`src/rtl/multicycle_controller_if.sv`:
```
// Control and handshake bundle between the multi-cycle controller and the MIPS
// datapath / instruction memory / data memory.
interface multicycle_controller_if #(
    parameter int CNT_W = 32
);
    logic [31:0]      instr_in;
    logic             imem_ready;
    logic             dmem_ready;
    logic             br_cond;
    logic             imem_req;
    logic             ir_we;
    logic             pc_we;
    logic             dmem_req;
    logic             MemWrite;
    logic             RegWrite;
    logic [4:0]       RegAddr;
    logic [2:0]       ALUControl;
    logic             ALUSrc;
    logic [2:0]       EXTControl;
    logic [2:0]       Mem2Reg;
    logic [2:0]       NPCControl;
    logic [1:0]       md_start;
    logic             md_busy;
    logic             illegal;
    logic [CNT_W-1:0] instr_retired;

    modport master (
        input  instr_in, imem_ready, dmem_ready, br_cond,
        output imem_req, ir_we, pc_we, dmem_req, MemWrite, RegWrite, RegAddr,
               ALUControl, ALUSrc, EXTControl, Mem2Reg, NPCControl,
               md_start, md_busy, illegal, instr_retired
    );

    modport slave (
        output instr_in, imem_ready, dmem_ready, br_cond,
        input  imem_req, ir_we, pc_we, dmem_req, MemWrite, RegWrite, RegAddr,
               ALUControl, ALUSrc, EXTControl, Mem2Reg, NPCControl,
               md_start, md_busy, illegal, instr_retired
    );
endinterface

```
`src/rtl/multicycle_controller.sv`:
```
// Multi-cycle MIPS control unit: registers the instruction, decodes it once and
// sequences FETCH/DECODE/EXEC/MEM/WB/MDWAIT with memory and mult/div stalls.
module multicycle_controller #(
    parameter int MULT_LAT = 4,
    parameter int DIV_LAT  = 9,
    parameter int CNT_W    = 32
) (
    input  logic clk,
    input  logic reset,
    multicycle_controller_if.master bus
);
    localparam int MAX_LAT = (MULT_LAT > DIV_LAT) ? MULT_LAT : DIV_LAT;
    localparam int MD_W    = (MAX_LAT > 1) ? $clog2(MAX_LAT) : 1;

    localparam logic [2:0] ALU_ADD = 3'b000, ALU_SUB = 3'b001, ALU_XOR = 3'b010,
                           ALU_OR  = 3'b011, ALU_SLL = 3'b100;
    localparam logic [2:0] EXT_ZERO = 3'b000, EXT_SIGN = 3'b001, EXT_LUI = 3'b010;
    localparam logic [2:0] M2R_ALU  = 3'b000, M2R_WORD = 3'b001, M2R_LUI = 3'b010,
                           M2R_LINK = 3'b011, M2R_BYTE = 3'b100, M2R_HI  = 3'b101,
                           M2R_LO   = 3'b110;
    localparam logic [2:0] NPC_SEQ = 3'b000, NPC_BR = 3'b001, NPC_JMP = 3'b010,
                           NPC_REG = 3'b100;

    typedef enum logic [2:0] {
        S_FETCH, S_DECODE, S_EXEC, S_MEM, S_WB, S_MDWAIT
    } state_t;

    typedef enum logic [2:0] {
        K_WB, K_LOAD, K_STORE, K_BRANCH, K_JUMP, K_JREG, K_MULT, K_DIV
    } kind_t;

    state_t            state, state_nxt;
    logic [31:0]       ir;
    logic [MD_W-1:0]   md_cnt;
    logic [CNT_W-1:0]  retired;

    logic [5:0] op, fn;
    logic [4:0] rt, rd;
    logic       legal, link;
    kind_t      kind;

    assign op = ir[31:26];
    assign fn = ir[5:0];
    assign rt = ir[20:16];
    assign rd = ir[15:11];

    // rs and shamt are consumed by the datapath directly, never by control.
    logic unused_ir;
    assign unused_ir = ^{ir[25:21], ir[10:6]};

    // Instruction decode, purely from the registered IR.
    always_comb begin
        legal          = 1'b1;
        link           = 1'b0;
        kind           = K_WB;
        bus.ALUControl = ALU_ADD;
        bus.ALUSrc     = 1'b0;
        bus.EXTControl = EXT_ZERO;
        bus.Mem2Reg    = M2R_ALU;
        bus.RegAddr    = rt;
        case (op)
            6'b000000: begin
                bus.RegAddr = rd;
                case (fn)
                    6'b100000: bus.ALUControl = ALU_ADD;
                    6'b100010: bus.ALUControl = ALU_SUB;
                    6'b100110: bus.ALUControl = ALU_XOR;
                    6'b000000: bus.ALUControl = ALU_SLL;
                    6'b001000: kind = K_JREG;
                    6'b001001: begin
                        kind        = K_JREG;
                        link        = 1'b1;
                        bus.Mem2Reg = M2R_LINK;
                    end
                    6'b011000: kind = K_MULT;
                    6'b011010: kind = K_DIV;
                    6'b010000: bus.Mem2Reg = M2R_HI;
                    6'b010010: bus.Mem2Reg = M2R_LO;
                    default:   legal = 1'b0;
                endcase
            end
            6'b001101: begin
                bus.ALUControl = ALU_OR;
                bus.ALUSrc     = 1'b1;
            end
            6'b001000: begin
                bus.ALUSrc     = 1'b1;
                bus.EXTControl = EXT_SIGN;
            end
            6'b100011: begin
                kind           = K_LOAD;
                bus.ALUSrc     = 1'b1;
                bus.EXTControl = EXT_SIGN;
                bus.Mem2Reg    = M2R_WORD;
            end
            6'b100000: begin
                kind           = K_LOAD;
                bus.ALUSrc     = 1'b1;
                bus.EXTControl = EXT_SIGN;
                bus.Mem2Reg    = M2R_BYTE;
            end
            6'b101011: begin
                kind           = K_STORE;
                bus.ALUSrc     = 1'b1;
                bus.EXTControl = EXT_SIGN;
            end
            6'b000100: begin
                kind           = K_BRANCH;
                bus.ALUControl = ALU_SUB;
                bus.EXTControl = EXT_SIGN;
            end
            6'b000111: begin
                kind           = K_BRANCH;
                bus.EXTControl = EXT_SIGN;
            end
            6'b001111: begin
                bus.ALUSrc     = 1'b1;
                bus.EXTControl = EXT_LUI;
                bus.Mem2Reg    = M2R_LUI;
            end
            6'b000010: kind = K_JUMP;
            6'b000011: begin
                kind        = K_JUMP;
                link        = 1'b1;
                bus.Mem2Reg = M2R_LINK;
                bus.RegAddr = 5'd31;
            end
            default: legal = 1'b0;
        endcase
    end

    always_comb begin
        case (kind)
            K_BRANCH: bus.NPCControl = bus.br_cond ? NPC_BR : NPC_SEQ;
            K_JUMP:   bus.NPCControl = NPC_JMP;
            K_JREG:   bus.NPCControl = NPC_REG;
            default:  bus.NPCControl = NPC_SEQ;
        endcase
    end

    always_ff @(posedge clk or negedge reset) begin
        if (!reset) state <= S_FETCH;
        else        state <= state_nxt;
    end

    always_comb begin
        state_nxt    = state;
        bus.imem_req = 1'b0;
        bus.ir_we    = 1'b0;
        bus.pc_we    = 1'b0;
        bus.dmem_req = 1'b0;
        bus.MemWrite = 1'b0;
        bus.RegWrite = 1'b0;
        bus.md_start = 2'b00;
        bus.md_busy  = 1'b0;
        bus.illegal  = 1'b0;
        case (state)
            S_FETCH: begin
                bus.imem_req = 1'b1;
                if (bus.imem_ready) begin
                    bus.ir_we = 1'b1;
                    state_nxt = S_DECODE;
                end
            end
            S_DECODE: begin
                if (!legal) begin
                    bus.illegal = 1'b1;
                    bus.pc_we   = 1'b1;
                    state_nxt   = S_FETCH;
                end else begin
                    state_nxt = S_EXEC;
                end
            end
            S_EXEC: begin
                case (kind)
                    K_WB:              state_nxt = S_WB;
                    K_LOAD, K_STORE:   state_nxt = S_MEM;
                    K_BRANCH, K_JUMP, K_JREG: begin
                        bus.pc_we    = 1'b1;
                        bus.RegWrite = link;
                        state_nxt    = S_FETCH;
                    end
                    K_MULT: begin
                        bus.md_start = 2'b01;
                        state_nxt    = S_MDWAIT;
                    end
                    K_DIV: begin
                        bus.md_start = 2'b10;
                        state_nxt    = S_MDWAIT;
                    end
                endcase
            end
            S_MEM: begin
                bus.dmem_req = 1'b1;
                bus.MemWrite = (kind == K_STORE);
                if (bus.dmem_ready) begin
                    if (kind == K_STORE) begin
                        bus.pc_we = 1'b1;
                        state_nxt = S_FETCH;
                    end else begin
                        state_nxt = S_WB;
                    end
                end
            end
            S_WB: begin
                bus.RegWrite = 1'b1;
                bus.pc_we    = 1'b1;
                state_nxt    = S_FETCH;
            end
            S_MDWAIT: begin
                bus.md_busy = 1'b1;
                if (md_cnt == '0) begin
                    bus.pc_we = 1'b1;
                    state_nxt = S_FETCH;
                end
            end
            default: state_nxt = S_FETCH;
        endcase
    end

    // Loaded with LAT-1 so MDWAIT lasts exactly LAT cycles.
    always_ff @(posedge clk or negedge reset) begin
        if (!reset) begin
            ir      <= '0;
            md_cnt  <= '0;
            retired <= '0;
        end else begin
            if (bus.ir_we) ir <= bus.instr_in;
            if (state == S_EXEC && kind == K_MULT)      md_cnt <= MD_W'(MULT_LAT - 1);
            else if (state == S_EXEC && kind == K_DIV)  md_cnt <= MD_W'(DIV_LAT - 1);
            else if (state == S_MDWAIT && md_cnt != '0) md_cnt <= md_cnt - 1'b1;
            if (bus.pc_we) retired <= retired + 1'b1;
        end
    end

    assign bus.instr_retired = retired;
endmodule

```
`src/flat_wrapper.sv`:
```
// flat-port wrapper written by rule: the top's interface ports become plain ports
module multicycle_controller_flat 
#(
    parameter int MULT_LAT = 4,
    parameter int DIV_LAT  = 9,
    parameter int CNT_W    = 32
)
  (clk, reset, bus_instr_in, bus_imem_ready, bus_dmem_ready, bus_br_cond, bus_imem_req, bus_ir_we, bus_pc_we, bus_dmem_req, bus_MemWrite, bus_RegWrite, bus_RegAddr, bus_ALUControl, bus_ALUSrc, bus_EXTControl, bus_Mem2Reg, bus_NPCControl, bus_md_start, bus_md_busy, bus_illegal, bus_instr_retired);
  multicycle_controller_if #(.CNT_W(CNT_W)) bus_i ();
  input  logic clk;
  input  logic reset;
  input wire logic [$bits(bus_i.instr_in)-1:0] bus_instr_in;
  input wire logic [$bits(bus_i.imem_ready)-1:0] bus_imem_ready;
  input wire logic [$bits(bus_i.dmem_ready)-1:0] bus_dmem_ready;
  input wire logic [$bits(bus_i.br_cond)-1:0] bus_br_cond;
  output wire logic [$bits(bus_i.imem_req)-1:0] bus_imem_req;
  output wire logic [$bits(bus_i.ir_we)-1:0] bus_ir_we;
  output wire logic [$bits(bus_i.pc_we)-1:0] bus_pc_we;
  output wire logic [$bits(bus_i.dmem_req)-1:0] bus_dmem_req;
  output wire logic [$bits(bus_i.MemWrite)-1:0] bus_MemWrite;
  output wire logic [$bits(bus_i.RegWrite)-1:0] bus_RegWrite;
  output wire logic [$bits(bus_i.RegAddr)-1:0] bus_RegAddr;
  output wire logic [$bits(bus_i.ALUControl)-1:0] bus_ALUControl;
  output wire logic [$bits(bus_i.ALUSrc)-1:0] bus_ALUSrc;
  output wire logic [$bits(bus_i.EXTControl)-1:0] bus_EXTControl;
  output wire logic [$bits(bus_i.Mem2Reg)-1:0] bus_Mem2Reg;
  output wire logic [$bits(bus_i.NPCControl)-1:0] bus_NPCControl;
  output wire logic [$bits(bus_i.md_start)-1:0] bus_md_start;
  output wire logic [$bits(bus_i.md_busy)-1:0] bus_md_busy;
  output wire logic [$bits(bus_i.illegal)-1:0] bus_illegal;
  output wire logic [$bits(bus_i.instr_retired)-1:0] bus_instr_retired;
  assign bus_i.instr_in = bus_instr_in;
  assign bus_i.imem_ready = bus_imem_ready;
  assign bus_i.dmem_ready = bus_dmem_ready;
  assign bus_i.br_cond = bus_br_cond;
  assign bus_imem_req = bus_i.imem_req;
  assign bus_ir_we = bus_i.ir_we;
  assign bus_pc_we = bus_i.pc_we;
  assign bus_dmem_req = bus_i.dmem_req;
  assign bus_MemWrite = bus_i.MemWrite;
  assign bus_RegWrite = bus_i.RegWrite;
  assign bus_RegAddr = bus_i.RegAddr;
  assign bus_ALUControl = bus_i.ALUControl;
  assign bus_ALUSrc = bus_i.ALUSrc;
  assign bus_EXTControl = bus_i.EXTControl;
  assign bus_Mem2Reg = bus_i.Mem2Reg;
  assign bus_NPCControl = bus_i.NPCControl;
  assign bus_md_start = bus_i.md_start;
  assign bus_md_busy = bus_i.md_busy;
  assign bus_illegal = bus_i.illegal;
  assign bus_instr_retired = bus_i.instr_retired;
  multicycle_controller #(.MULT_LAT(MULT_LAT), .DIV_LAT(DIV_LAT), .CNT_W(CNT_W)) u_core (.clk(clk), .reset(reset), .bus(bus_i));
endmodule
```
`config.mk`:
```
export PLATFORM = sky130hd
export DESIGN_NAME = multicycle_controller_flat
export DESIGN_NICKNAME = d
export VERILOG_FILES = /design/src/rtl/multicycle_controller_if.sv /design/src/rtl/multicycle_controller.sv /design/src/flat_wrapper.sv
export SDC_FILE = /design/constraint.sdc
export NUM_CORES = 1
export LEC_CHECK = 0
export CORE_ASPECT_RATIO = 1.25
export CORE_MARGIN = 3
export CORE_UTILIZATION = 62
export CTS_CLUSTER_DIAMETER = 200
export DETAILED_ROUTE_END_ITERATION = 12
export DONT_BUFFER_PORTS = 1
export PLACE_DENSITY_LB_ADDON = 0.25
export SLEW_MARGIN = 20
export SYNTH_ARGS = -nofsm -noshare
export SYNTH_HDL_FRONTEND = slang
export SYNTH_SLANG_ARGS = --single-unit
```
`constraint.sdc`:
```
create_clock -name clk -period 4.1 [get_ports clk]
set_input_delay 0.41 -clock clk [delete_from_list [all_inputs] [get_ports clk]]
set_output_delay 0.41 -clock clk [all_outputs]
set_load 0.005 [all_outputs]
```
==> impl_metrics.ini, run 1 <==
[clocking]
path_clk_slew_ps = 70
clk_path_buf_depth = 2
root_buffer = clkbuf_8
cts-resized-gates = 0
insertion_delay_ps = 340
h-tree-depth = 3
clkSinkCount = 61
cts_setup_buffers = 0
cts_hold_buf = 2
cts_buffers = 9
cts_tree = yes

[yosys]
synthMuxAreaShare = 0.0652
synth_adder_area_share = 0.00712
synth-xor-area-share = 0.0922
synth_warnings = 0
synth-edff-count = 0
synth-simple-area-share = 0.195
yosysSeqAreaShare = 0.434
synthCells = 337
syn_area_um2 = 3510
synth-async-reset-ratio = 1.00
synth_ff_type = dfrtp_1
synth.avg_cell_area_um2 = 10.4
syn_nets = 376
synth_cell_types = 57
synth_top_family_by_area = simple AND/OR/NAND/NOR gates
ys_ff_latch = 61
synth_compound_area_frac = 0.157

[final_layout]
post-route-util = 0.680
syn2layout_area_growth_pct = 5.27
drive_above_1_share = 0.165
nets = 369
nFillCells = 435
antenna_cells = 0

[setup_path]
critPathArrivalTime_ps = 2920
r2r_cells = 6
cp_slowest_cell = nor4_4
crit_start = u_core.ir[29]
r2r_end = u_core.bus.instr_retired[1]
r2r_start = u_core.ir[29]
critPathRequiredTime_ps = 3690
rrSetupSlack_ps = 1110
cp-start-kind = register
setup.worst_path.class = register to output pin
slowest_delay_ps = 600
path_max_fanout = 31
path_cells = nor4_4, and4_1, o21bai_1, a221o_2, or2_4
cp-end-kind = output pin

[timing]
whs_ps = 188
hold_viol = 0
fin_setup_tns_ps = 0
rsz0062_at_grt = false
skew_ps = 8.81
drv_slew = 0
period_needed_ps = 3330
period_share = 0.812
relSlewSlack = 0.320
finalSetupViolations = 0
max_freq_mhz = 301
tightest_slew_ps = 1020

[routing]
vias = 2623
wl_um = 7330
drc = 0
wl_per_cell_um = 18.4
drtAntennaViolNets = 0
drt_first_pass_iters = 4
vias_per_cell = 6.59
drtIter0Drc = 200

[die]
die_area_um2 = 6610
ios = 97
fp.dieW_um = 73.3
die_h_um = 90.2
initial_utilization = 0.646
core_area_um2 = 5440
rows = 30

[hold_path]
min_delay_path_depth = 2
hp-class = input pin to register
hold_end = u_core.state[0]
hp-start = bus_imem_ready

[status]
status = completed

[global_routing]
grt_pass1_vias = 2551
overflow = 0
grt_pass1_wl_um = 12200
antenna_found_initial = 0
track_usage = 0.233
grt_max_degree = 62

[power]
p_leak_nw = 1.47
ir_drop_mv = 0.512
p_per_area_nw_per_um2 = 677

[flow_run]
cap_violations = 0

[placed_design]
gp_congestion = 0.853
dpl.hpwl_um = 5050
port_buffers = 0
==> logic make-up after synthesis <==
family	after synthesis
multiplexers	20
flip-flops	61
XOR/XNOR	37
buffers and inverters	30
other	1
adder cells (fa/ha/maj)	2
AND/OR/NAND/NOR	119
AO/OA/AOI/OAI	67
==> per-stage QoR <==
| stage | area (um2) | setup WS (ps) | std cells | total power [mW] |
|---|---|---|---|---|
| 5_1_grt | 3700 | 578 | 398 | 2.69 |
| 2_1_floorplan | 3510 | 1970 | 337 | 1.86 |
| 4_1_cts | 3700 | 770 | 398 | 2.51 |
| 3_5_place_dp | 3470 | 1140 | 381 | 1.97 |
| 6_report | 3700 | 772 | 398 | 2.50 |
| 3_3_place_gp | 3470 | 1140 | 381 | 1.94 |
==> worst max-delay path by stage <==
stage                     depth (start not counted)  slack [ps]                     endpoint
after floorplan                                   6        1970  u_core.bus.instr_retired[1]
after global placement                            6        1140  u_core.bus.instr_retired[1]
after detailed placement                          6        1140  u_core.bus.instr_retired[1]
after CTS                                         5         770                    bus_pc_we
after global routing                              5         580                    bus_pc_we
final                                             5         770                    bus_pc_we
==> worst max-delay path, delay by kind of cell (launching register included) <==
family | cells | cell delay, ps
AND/OR/NAND/NOR | 3 | 1270
AO/OA/AOI/OAI | 2 | 770
flip-flops | 1 | 520
==> power by group <==
| part | total [mW] | internal (mW) | switching [mW] |
|---|---|---|---|
| Sequential | 1.02 | 0.768 | 0.257 |
| Clock | 0.523 | 0.293 | 0.230 |
| Combinational | 0.958 | 0.416 | 0.541 |
| Total | 2.50 | 1.48 | 1.03 |
==> final cells by class <==
cell class,instances,area (um2),share of cell area
Multi-Input combinational cell,246,1820,0.492
Sequential cell,61,1530,0.413
Clock buffer,11,141,0.0382
Tap cell,64,80.1,0.0217
Timing Repair Buffer,4,52.6,0.0142
Clock inverter,4,48.8,0.0132
Inverter,8,30.0,0.00812
==> cell usage in the layout (no fill, tap or decap), drive strengths merged, types with 2 or more instances in the layout <==
| master | count |
|---|---|
| a21boi | 2 |
| a21oi | 8 |
| and2 | 8 |
| and3 | 8 |
| and4 | 7 |
| buf | 3 |
| clkbuf | 11 |
| clkinv | 3 |
| dfrtp | 61 |
| ha | 2 |
| inv | 8 |
| mux2 | 20 |
| nand2 | 28 |
| nand2b | 2 |
| nand3 | 17 |
| nand3b | 2 |
| nand4 | 3 |
| nor2 | 11 |
| nor2b | 5 |
| nor3 | 8 |
| nor3b | 2 |
| nor4 | 5 |
| o2111ai | 19 |
| o211ai | 6 |
| o21ai | 16 |
| o221ai | 2 |
| o22ai | 3 |
| or3 | 7 |
| or3b | 2 |
| xnor2 | 34 |
| xor2 | 3 |
==> metal layers <==
| metal | vias up | global-route usage | share of wire |
|---|---|---|---|
| li1 | 1219 | - | - |
| met1 | 1291 | 0.289 | 0.41 |
| met2 | 97 | 0.369 | 0.49 |
| met3 | 16 | 0.0716 | 0.077 |
| met4 | 0 | 0.0997 | 0.022 |
| met5 | - | 0 | 0 |
==> cells in the mapped netlist, drive strengths merged (2+ instances only) <==
master	count	area (um2)
and3	8	50.1
nor2b	5	31.3
and4	7	61.3
nor2	11	43.8
o22ai	3	25.0
o211ai	6	45.0
mux2	20	229
a21boi	2	15.0
clkbuf	8	30.0
dfrtp	61	1530
or3b	2	17.5
xor2	3	26.3
nor3b	2	15.0
inv	8	30.0
o21ai	16	80.1
o221ai	2	17.5
nand3	17	85.1
nand2b	2	12.5
o2111ai	19	204
nand4	3	18.8
nand2	28	108
buf	14	108
or3	7	43.8
and2	8	50.1
nand3b	2	15.0
ha	2	25.0
nor4	5	46.3
nor3	8	51.3
xnor2	34	298
a21oi	8	51.3
==> registers in the layout (all words and copies together) (netlist names) <==
name	count
u_core.bus.instr_retired	32
u_core.md_cnt	4
u_core.ir	22
u_core.state	3
Power figures use the tool's default switching activity.
==> inputs of run 2 (changes only) <==
==> constraint.sdc (replaced) <==
create_clock -name clk -period 3.09 [get_ports clk]
set_input_delay 0.309 -clock clk [delete_from_list [all_inputs] [get_ports clk]]
set_output_delay 0.309 -clock clk [all_outputs]
set_load 0.005 [all_outputs]
==> impl_metrics.ini, run 2 (synthesis results as in run 1) <==
[timing]
period_needed_ps = 2740
tightest_slew_ps = 670
setup_ws_ps = 354
whs_ps = 84.6
skew_ps = 6.31
rsz0062_at_grt = false
hold_viol = 0
period_share = 0.886
max_freq_mhz = 365
relSlewSlack = 0.553
drv_slew = 0
fin_setup_tns_ps = 0
finalSetupViolations = 0

[final_layout]
drive_above_1_share = 0.187
post-route-util = 0.691
final_common_cell = dfrtp_1
nFillCells = 419
antenna_cells = 0
largest_reg_flops = 32
syn2layout_area_growth_pct = 6.98
nets = 376
layout_common_cells = 61 x dfrtp_1, 34 x xnor2_1, 27 x nand2_1

[routing]
wl_per_cell_um = 18.1
vias = 2645
drc = 0
drtAntennaViolNets = 0
wl_um = 7360
drtIter0Drc = 146
vias_per_cell = 6.51
drt_first_pass_iters = 4

[power]
clkPwrFrac = 0.210
p_per_area_nw_per_um2 = 904
ir_drop_mv = 0.575
finalPower_mw = 3.40
p_comb_frac = 0.391
p_leak_nw = 1.51
switchingPower_mw = 1.41
internal_power_mw = 1.99
swShare = 0.414
p_seq_frac = 0.400

[die]
die_area_um2 = 6610
rows = 30
core_area_um2 = 5440
die_h_um = 90.2
initial_utilization = 0.646
ios = 97
fp.dieW_um = 73.3

[global_routing]
grt_max_degree = 62
overflow = 0
track_usage = 0.233
antenna_found_initial = 0
use_met2 = 0.369
grt_pass1_wl_um = 12200
use_met3 = 0.0727
grt_pass1_vias = 2598
use_met1 = 0.287
grt.busiest_layer = met2

[clocking]
cts_tree = yes
cts_setup_buffers = 0
clk_path_buf_depth = 2
root_buffer = clkbuf_8
cts_buffers = 9
clkSinkCount = 61
insertion_delay_ps = 340
path_clk_slew_ps = 70
h-tree-depth = 3

[placed_design]
gp_congestion = 0.841
dpl.hpwl_um = 5200
port_buffers = 0
pre_cts_ws_ps = 601

[setup_path]
path_max_fanout = 16
cp_slowest_cell = dfrtp_1
critPathArrivalTime_ps = 2430
cp-end-kind = output pin
crit_start = u_core.ir[29]
path_cells = nor4_4, and4_1, o21bai_1, a221o_2, buf_4, or2_4
critPathRequiredTime_ps = 2780
r2r_start = u_core.ir[29]
cp-start-kind = register
setup.worst_path.class = register to output pin
slowest_delay_ps = 530

[hold_path]
hp-start = bus_instr_in[1]
hp-class = input pin to register

[flow_run]
cap_violations = 0

[status]
status = completed
==> run 2: cell types whose count changed in the layout (fill, tap and decap cells not counted) <==
cell / change
clkbuf_8: -1
buf_4: +7
clkbuf_1: -1
clkinv_4: +1
inv_6: +1
clkinvlp_4: +1
==> run 2: metal layers <==
metal,part of all wire,vias up
li1,-,1239
met1,0.41,1302
met2,0.49,89
met3,0.077,15
met4,0.023,0
met5,0,-
==> run 2: critical path: cells and delay by family, from the launching register on <==
kind            cells  cell delay, ps
flops               1             530
buf+inv             1             220
simple gates        3             970
compound gates      2             370
==> run 2: final timing paths <==
path,slack (ps),endpoint,cells past startpoint
max reg2reg,590,u_core.bus.instr_retired[1],7
min in group asynchronous,510,u_core.bus.instr_retired[8],2
max,350,bus_pc_we,6
min,80,u_core.ir[1],2
max in group asynchronous,2350,u_core.ir[31],2
min reg2reg,510,u_core.ir[16],1
==> run 2: layout make-up <==
| cell class | count | area, um2 | area share |
|---|---|---|---|
| clock inverters | 7 | 73.8 | 0.0196 |
| multi-input cells | 246 | 1820 | 0.484 |
| inverters | 8 | 30.0 | 0.00799 |
| repair buffers | 11 | 105 | 0.0280 |
| clock buffers | 9 | 124 | 0.0330 |
| well taps | 64 | 80.1 | 0.0213 |
| flip-flops and latches | 61 | 1530 | 0.406 |
==> run 2: what timing repair did <==
item,4_1_cts,5_1_grt
gates resized for setup,0,0
hold buffers,2,0
hold endpoints to repair,61,0
==> run 2: through the flow <==
step                instance area [um2]  instances
floorplan                          3510        337
global placement                   3520        388
detailed placement                 3520        388
CTS                                3760        406
global route                       3760        406
finish                             3760        406
==> run 2: power groups by stage <==
stage / Clock, mW / Combinational, mW / Sequential [mW]
4_1_cts: 0.727 / 1.33 / 1.35
6_report: 0.712 / 1.33 / 1.36
3_3_place_gp: 0 / 1.28 / 1.35
3_5_place_dp: 0 / 1.30 / 1.36
5_1_grt: 0.764 / 1.45 / 1.40
2_1_floorplan: 0 / 1.28 / 1.19
